`config.mk`:
```
export PLATFORM = sky130hd
export DESIGN_NAME = serial_byte_rx
export DESIGN_NICKNAME = d
export VERILOG_FILES = /design/src/rtl/serial_byte_rx.sv
export SDC_FILE = /design/constraint.sdc
export NUM_CORES = 1
export LEC_CHECK = 0
export BUFFER_PORTS_ARGS = -buffer_cell sky130_fd_sc_hd__buf_2
export CAP_MARGIN = 10
export CORE_MARGIN = 1
export CORE_UTILIZATION = 51
export DETAILED_ROUTE_END_ITERATION = 12
export HOLD_SLACK_MARGIN = 0.1
export PLACE_DENSITY = 0.81
export SLEW_MARGIN = 15
export SYNTH_ARGS = -nofsm -noshare
export SYNTH_HDL_FRONTEND = slang
export SYNTH_SLANG_ARGS = --single-unit
```
`constraint.sdc`:
```
create_clock -name clk -period 4.7 [get_ports clk]
set_input_delay 0.94 -clock clk [delete_from_list [all_inputs] [get_ports clk]]
set_output_delay 0.94 -clock clk [all_outputs]
set_load 0.01 [all_outputs]
```
`src/rtl/serial_byte_rx.sv`:
```
// serial_byte_rx: frames a serial bit stream (start / 8 data MSB-first / [even parity] / stop) into bytes and queues them in a FIFO.
// Ports: clk, rst (async, active-high); bit_en qualifies s_bit; dout/dout_valid/dout_ready form the byte output;
// frame_err pulses on a rejected frame; overflow is sticky; level is FIFO occupancy.
// Optional parity stage enabled by defining SERIAL_RX_PARITY_EN.
module serial_byte_rx #(
  parameter int DEPTH = 4
) (
  input  logic                       clk,
  input  logic                       rst,
  input  logic                       bit_en,
  input  logic                       s_bit,
  output logic [7:0]                 dout,
  output logic                       dout_valid,
  input  logic                       dout_ready,
  output logic                       frame_err,
  output logic                       overflow,
  output logic [$clog2(DEPTH):0]     level
);
  localparam int AW = $clog2(DEPTH);
  localparam logic [AW:0] FULL = (AW+1)'(DEPTH);
`ifdef SERIAL_RX_PARITY_EN
  typedef enum logic [1:0] {IDLE, DATA, PARITY, STOP} state_t;
  logic par_err;
`else
  typedef enum logic [1:0] {IDLE, DATA, STOP} state_t;
`endif
  state_t state, state_n;
  logic [7:0] sh;
  logic [2:0] cnt;
  logic push, reject, pop, accept;
  logic [7:0] mem [DEPTH];
  logic [AW-1:0] rd, wr;
  always_ff @(posedge clk or posedge rst)
    if (rst) state <= IDLE;
    else state <= state_n;
  always_comb begin
    state_n = state;
    push = 1'b0;
    reject = 1'b0;
    if (bit_en)
      case (state)
        IDLE: state_n = s_bit ? IDLE : DATA;
`ifdef SERIAL_RX_PARITY_EN
        DATA: state_n = (cnt == 3'd7) ? PARITY : DATA;
        PARITY: state_n = STOP;
        STOP: begin
          push = s_bit & ~par_err;
          reject = ~push;
          state_n = IDLE;
        end
`else
        DATA: state_n = (cnt == 3'd7) ? STOP : DATA;
        STOP: begin
          push = s_bit;
          reject = ~s_bit;
          state_n = IDLE;
        end
`endif
        default: state_n = IDLE;
      endcase
  end
  always_ff @(posedge clk or posedge rst)
    if (rst) begin
      sh <= '0;
      cnt <= '0;
      frame_err <= 1'b0;
`ifdef SERIAL_RX_PARITY_EN
      par_err <= 1'b0;
`endif
    end else begin
      frame_err <= reject;
      if (bit_en && state == IDLE && !s_bit) cnt <= '0;
      if (bit_en && state == DATA) begin
        sh <= {sh[6:0], s_bit};
        cnt <= cnt + 3'd1;
      end
`ifdef SERIAL_RX_PARITY_EN
      if (bit_en && state == PARITY) par_err <= ^{sh, s_bit};
`endif
    end
  assign dout_valid = level != '0;
  assign dout = mem[rd];
  assign pop = dout_valid && dout_ready;
  // a pop on the same edge frees the slot, so a full FIFO still accepts
  assign accept = push && (level != FULL || pop);
  always_ff @(posedge clk or posedge rst)
    if (rst) begin
      for (int i = 0; i < DEPTH; i++) mem[i] <= '0;
      rd <= '0;
      wr <= '0;
      level <= '0;
      overflow <= 1'b0;
    end else begin
      if (accept) begin
        mem[wr] <= sh;
        wr <= wr + 1'b1;
      end
      if (pop) rd <= rd + 1'b1;
      level <= level + (AW+1)'(accept) - (AW+1)'(pop);
      if (push && !accept) overflow <= 1'b1;
    end
endmodule

```
* Yosys cells after proc, flatten, opt, wreduce, memory -nomap -nowiden
Cells that the tools add are included.
** Operators by class
- $add $sub $neg :: 5
- Magnitude comparators :: 3
- Eq/ne operators :: 4
- Mux-type cells :: 15
- Bitwise gates (word level) :: 3
- Reductions and logical operators :: 13
** Operators with widths (count)
- 32-bit bitwise mux :: 1
- 8-bit two-way mux :: 3
- 8-bit binary-select mux with 2-bit select :: 1
- 8-bit demux with 2-bit select :: 1
- 1-bit logical AND :: 7
- 3-bit >= comparator, second input constant :: 2
- 3-bit two-way mux :: 2
- 2-bit NOT with 3-bit output :: 2
- 1-bit two-way mux :: 5
- 2-bit by 1-bit adder with 2-bit output, second input constant :: 2
- 2-bit case mux with 2 select lines :: 1
- 3-bit by 1-bit adder with 3-bit output :: 1
- 3-bit by 1-bit adder with 3-bit output, second input constant :: 1
- 3-bit == test, second input constant :: 1
- 3-bit by 1-bit < comparator with 1-bit output, second input constant :: 1
- 3-bit != test, second input constant :: 1
- 3-bit nonzero test :: 1
- 3-bit by 1-bit subtractor with 3-bit output :: 1
- 2-bit by 1-bit == test with 1-bit output, second input constant :: 1
- 2-bit == test, second input constant :: 1
- 1-bit logical NOT :: 2
- 2-bit logical NOT :: 1
- 2-bit two-way mux :: 1
- 2-bit nonzero test :: 1
- 2 further kinds :: 2
** Word-level totals
- Flip-flop bits (word level) :: 54
- Bits of input ports :: 5
- Output and inout port bits :: 14

* Depth between registers and ports, before layout
- Depth in word-level cells :: 6
- Depth in mapped cells :: 9
- Mapped depth without buffers :: 8

* Least setup slack after synthesis
Ideal clock, no wire load.
- Path type :: input -> register
- Start :: in dout_ready
- End :: reg level[2]
- Setup time :: 123 ps
- Arrival :: 2620 ps
- Data required time :: 4577 ps
- Setup slack :: 1957 ps
- Stages on the path :: 9
- Buffers on the path :: 1
- Cells stage by stage :: or4b_1 > buf_6 > nand2_2 > ha_1 > inv_1 > ha_1 > fa_1 > xnor2_1 > xnor2_1
** On the way
- Cells in the longest elaborated chain, start to end :: 5
** Ends and longest elaborated chain
- start, declared :: line 14 : input logic dout_ready,
- 1-bit logical AND (*) :: line 83 : assign pop = dout_valid && dout_ready;
- 1-bit logical OR :: line 85 : assign accept = push && (level != FULL || pop);
- 1-bit logical AND :: line 85
- 3-bit by 1-bit adder with 3-bit output :: line 99 : level <= level + (AW+1)'(accept) - (AW+1)'(pop);
- 3-bit by 1-bit subtractor with 3-bit output (*) :: line 99
- end signal, assigned :: line 99
- end, declared :: line 17 : output logic [$clog2(DEPTH):0] level
Every way passes the cells marked *; elsewhere a longest branch is shown, timed or not.
A chain may end at the register's enable or synchronous reset.

* Worst setup path in the final report
Ends and elaborated chain as after synthesis.

==> flow_summary.yaml <==
power:
  p_total_w: 0.00136
  power.sequential.fraction_pct: 51.1
  clock_power_share_pct: 27.4
  cell_internal_pwr_w: 0.000952
  max-vdd-ir-drop_uv: 248
  sw_ratio_pct: 29.9
  power.static_leakage_nw: 1.36
  share_comb_of_total_power_pct: 21.5
  p_per_area_nw_per_um2: 503
  p_switching_w: 0.000407
clock_network:
  clkSinkCount: 54
  cts.clk_slew.worst_paths_ps: 90
  cts-root-buf: "sky130_fd_sc_hd__clkbuf_8"
  cts_setup_buffers: 0
  cts.repair.resized: 0
  clock_path_buffers: 2
  cts.htree.levels: 2
  clock_insertion_delay_worst_skew_ps: 300
  number_of_cts_inserted_buffers: 5
  post_cts_hold_buffer_count: 0
  tritoncts: "built"
timing:
  hold-worst-slack_ps: 501
  period_needed_ps: 2780
  final-setup-viol-count: 0
  slew_viol_final: 0
  setup_tns_ps: 0
  worst_slew_pin_slew_ps: 920
  maxSlewHeadroom_pct: 38.6
  grt_setup_unrepaired: "no"
  fmax_mhz: 360
  postLayoutSetupSlackWorst_ps: 1920
  timing.clock.skew_ps: 8.65
  final_min_period_over_clock_period_pct: 59.1
  hold_viol: 0
placement:
  place_congestion: 0.752
  hpwlAfterDp_um: 2910
  io_buffer_count: 18
  place_worst_setup_slack_ps: 1610
  detailed_place.area_sq_um: 2560
floorplanning:
  die_width_um: 71.1
  boundaryPins: 19
  core_region_area_sq_um: 4470
  start_util_pct: 54.4
  placement_row_count: 24
  die_height_um: 71.1
  fp.dieArea_sq_um: 5050
routing:
  first_pass_iters: 6
  avgRoutedWirePerCell_um: 18.3
  drcViolationCount: 0
  via_count: 1314
  ant_nets: 0
  wirelength_um: 4220
  routed_via_density: 5.71
  drt-initial-drc-count: 76
synthesis:
  mappedNetlistArea_sq_um: 2430
  ys.flop_type: "sky130_fd_sc_hd__dfrtp_1"
  synthesis.instances: 156
  number_of_warnings_issued_by_yosys: 0
  synth.ff_latch_count: 54
  postSynthNetCount: 170
  synth_async_sr_flop_share_pct: 100
  seq_area_frac_synth_pct: 55.5
  synth_enable_flop_cells: 0
  yosysUniqueCellTypes: 30
  synth.avg_cell_area_sq_um: 15.6
critical_path:
  cp_slowest_cell: "sky130_fd_sc_hd__or4b_1"
  worst_path_largest_cell_delay_ps: 710
  timing.critical_path.arrival_ps: 3010
  worstSetupEndpointType: "flop"
  worst-path-max-fanout: 6
  kind_of_critical_path: "input port to flop"
  startpoint_type: "input port"
  critical_path_required_ps: 4930
  timing.critical_path.cells: "buf_2 -> or4b_1 -> nand2_2 -> ha_1 -> inv_1 -> ha_1 -> fa_1 -> xnor2_1 -> xnor2_1"
cells_and_area:
  finish.net_count: 191
  insertedDiodeCount: 0
  most_common_library_cell_in_the_layout_ignoring_fill_and_taps: "sky130_fd_sc_hd__dfrtp_1"
  ratio_of_cells_with_drive_above_1_in_the_final_layout_pct: 44.4
  most_frequent_cells_in_the_layout: "sky130_fd_sc_hd__dfrtp_1, sky130_fd_sc_hd__mux2_2, sky130_fd_sc_hd__buf_2"
  final_design_area_no_fill_sq_um: 2710
  area_growth_syn_to_layout_pct: 11.2
global_route:
  grt_pass1_wl_um: 7330
  grt.total_usage_pct: 19.7
  first_global_vias: 1465
  grt_start_max_net_pins: 55
  grt_antenna_before_repair: 0
  globalRoute.totalOverflow: 0
flow_run:
  max_cap_violations: 0
min_path:
  hold_path.class: "flop to flop"
outcome:
  result_of_the_run: "finished clean"
[routing by layer]
layer | up-vias | share of wire [%] | GRT usage [%]
met4 | 0 | 1.5 | 6.44
li1 | 601 | - | -
met1 | 684 | 43 | 22.7
met5 | - | 0 | 0
met2 | 20 | 52 | 35.9
met3 | 9 | 2.8 | 4.84
[worst paths after layout]
kind,from,slack [ps],endpoint,depth (start not counted)
max in group asynchronous,rst,3350,mem[3]$_DFFE_PP0P_,2
min reg2reg,mem[7]$_DFFE_PP0P_,500,mem[7]$_DFFE_PP0P_,1
max reg2reg,level[0]$_DFF_PP0_,2180,level[2]$_DFF_PP0_,8
min in group asynchronous,rst,780,overflow$_DFFE_PP0P_,2
max,dout_ready,1920,level[2]$_DFF_PP0_,9
min,mem[7]$_DFFE_PP0P_,500,mem[7]$_DFFE_PP0P_,1
[synth_stat cells (2+ instances only)]
master | instances | area share (%)
sky130_fd_sc_hd__a22o_1 | 2 | 0.72
sky130_fd_sc_hd__dfrtp_1 | 54 | 56
sky130_fd_sc_hd__ha_1 | 8 | 4.1
sky130_fd_sc_hd__inv_1 | 9 | 1.4
sky130_fd_sc_hd__mux2_1 | 2 | 0.93
sky130_fd_sc_hd__mux2_2 | 39 | 18
sky130_fd_sc_hd__mux4_2 | 8 | 7.4
sky130_fd_sc_hd__nand2_1 | 3 | 0.46
sky130_fd_sc_hd__nand3_4 | 4 | 2.9
sky130_fd_sc_hd__nor2_1 | 2 | 0.31
sky130_fd_sc_hd__o21ai_0 | 3 | 0.62
sky130_fd_sc_hd__xnor2_1 | 4 | 1.4
[final cells by class]
class	count	area, sq um
fillers	357	1770
flip-flops and latches	54	1350
multi-input cells	89	1020
repair buffers	18	90.1
clock buffers	6	82.6
well taps	52	65.1
clock inverters	2	60.1
inverters	9	35.0
[registers in the layout, summed over array words and instances, names as in the netlist, 2 cells and up]
register / flops
mem: 32
sh: 8
cnt: 3
level: 3
rd: 2
state: 2
wr: 2
[power by group through the flow]
stage | Clock, W | Sequential, W | Combinational (W)
final | 0.000373 | 0.000695 | 0.000292
after global routing | 0.000400 | 0.000714 | 0.000332
after CTS | 0.000379 | 0.000696 | 0.000297
after detailed placement | 0 | 0.000705 | 0.000294
after global placement | 0 | 0.000690 | 0.000275
after floorplan | 0 | 0.000638 | 0.000268
[metrics by stage]
stage,instances,util (%)
detailed placement,222,57.2
global placement,222,57.2
CTS,230,60.4
global route,230,60.5
finish,230,60.5
floorplan,156,-
[worst max-delay path: cells and delay by family]
| kind | cells | cell delay, ps |
|---|---|---|
| adders and majority gates | 3 | 690 |
| xor gates and xnor gates | 2 | 310 |
| and+or+nand+nor | 2 | 910 |
| buffers and inverters | 2 | 140 |
[cells by family (layout without fill, tap and decap cells)]
logic type | after synthesis | count (layout) | synth area share, %
mux | 50 | 50 | 26.8
simple gates | 16 | 16 | 5.81
buf+inv | 13 | 35 | 2.52
xor+xnor | 5 | 5 | 1.80
compound gates | 9 | 9 | 2.62
flops | 54 | 54 | 55.5
fa+ha+maj | 9 | 9 | 4.94
Power figures use the tool's default switching activity.
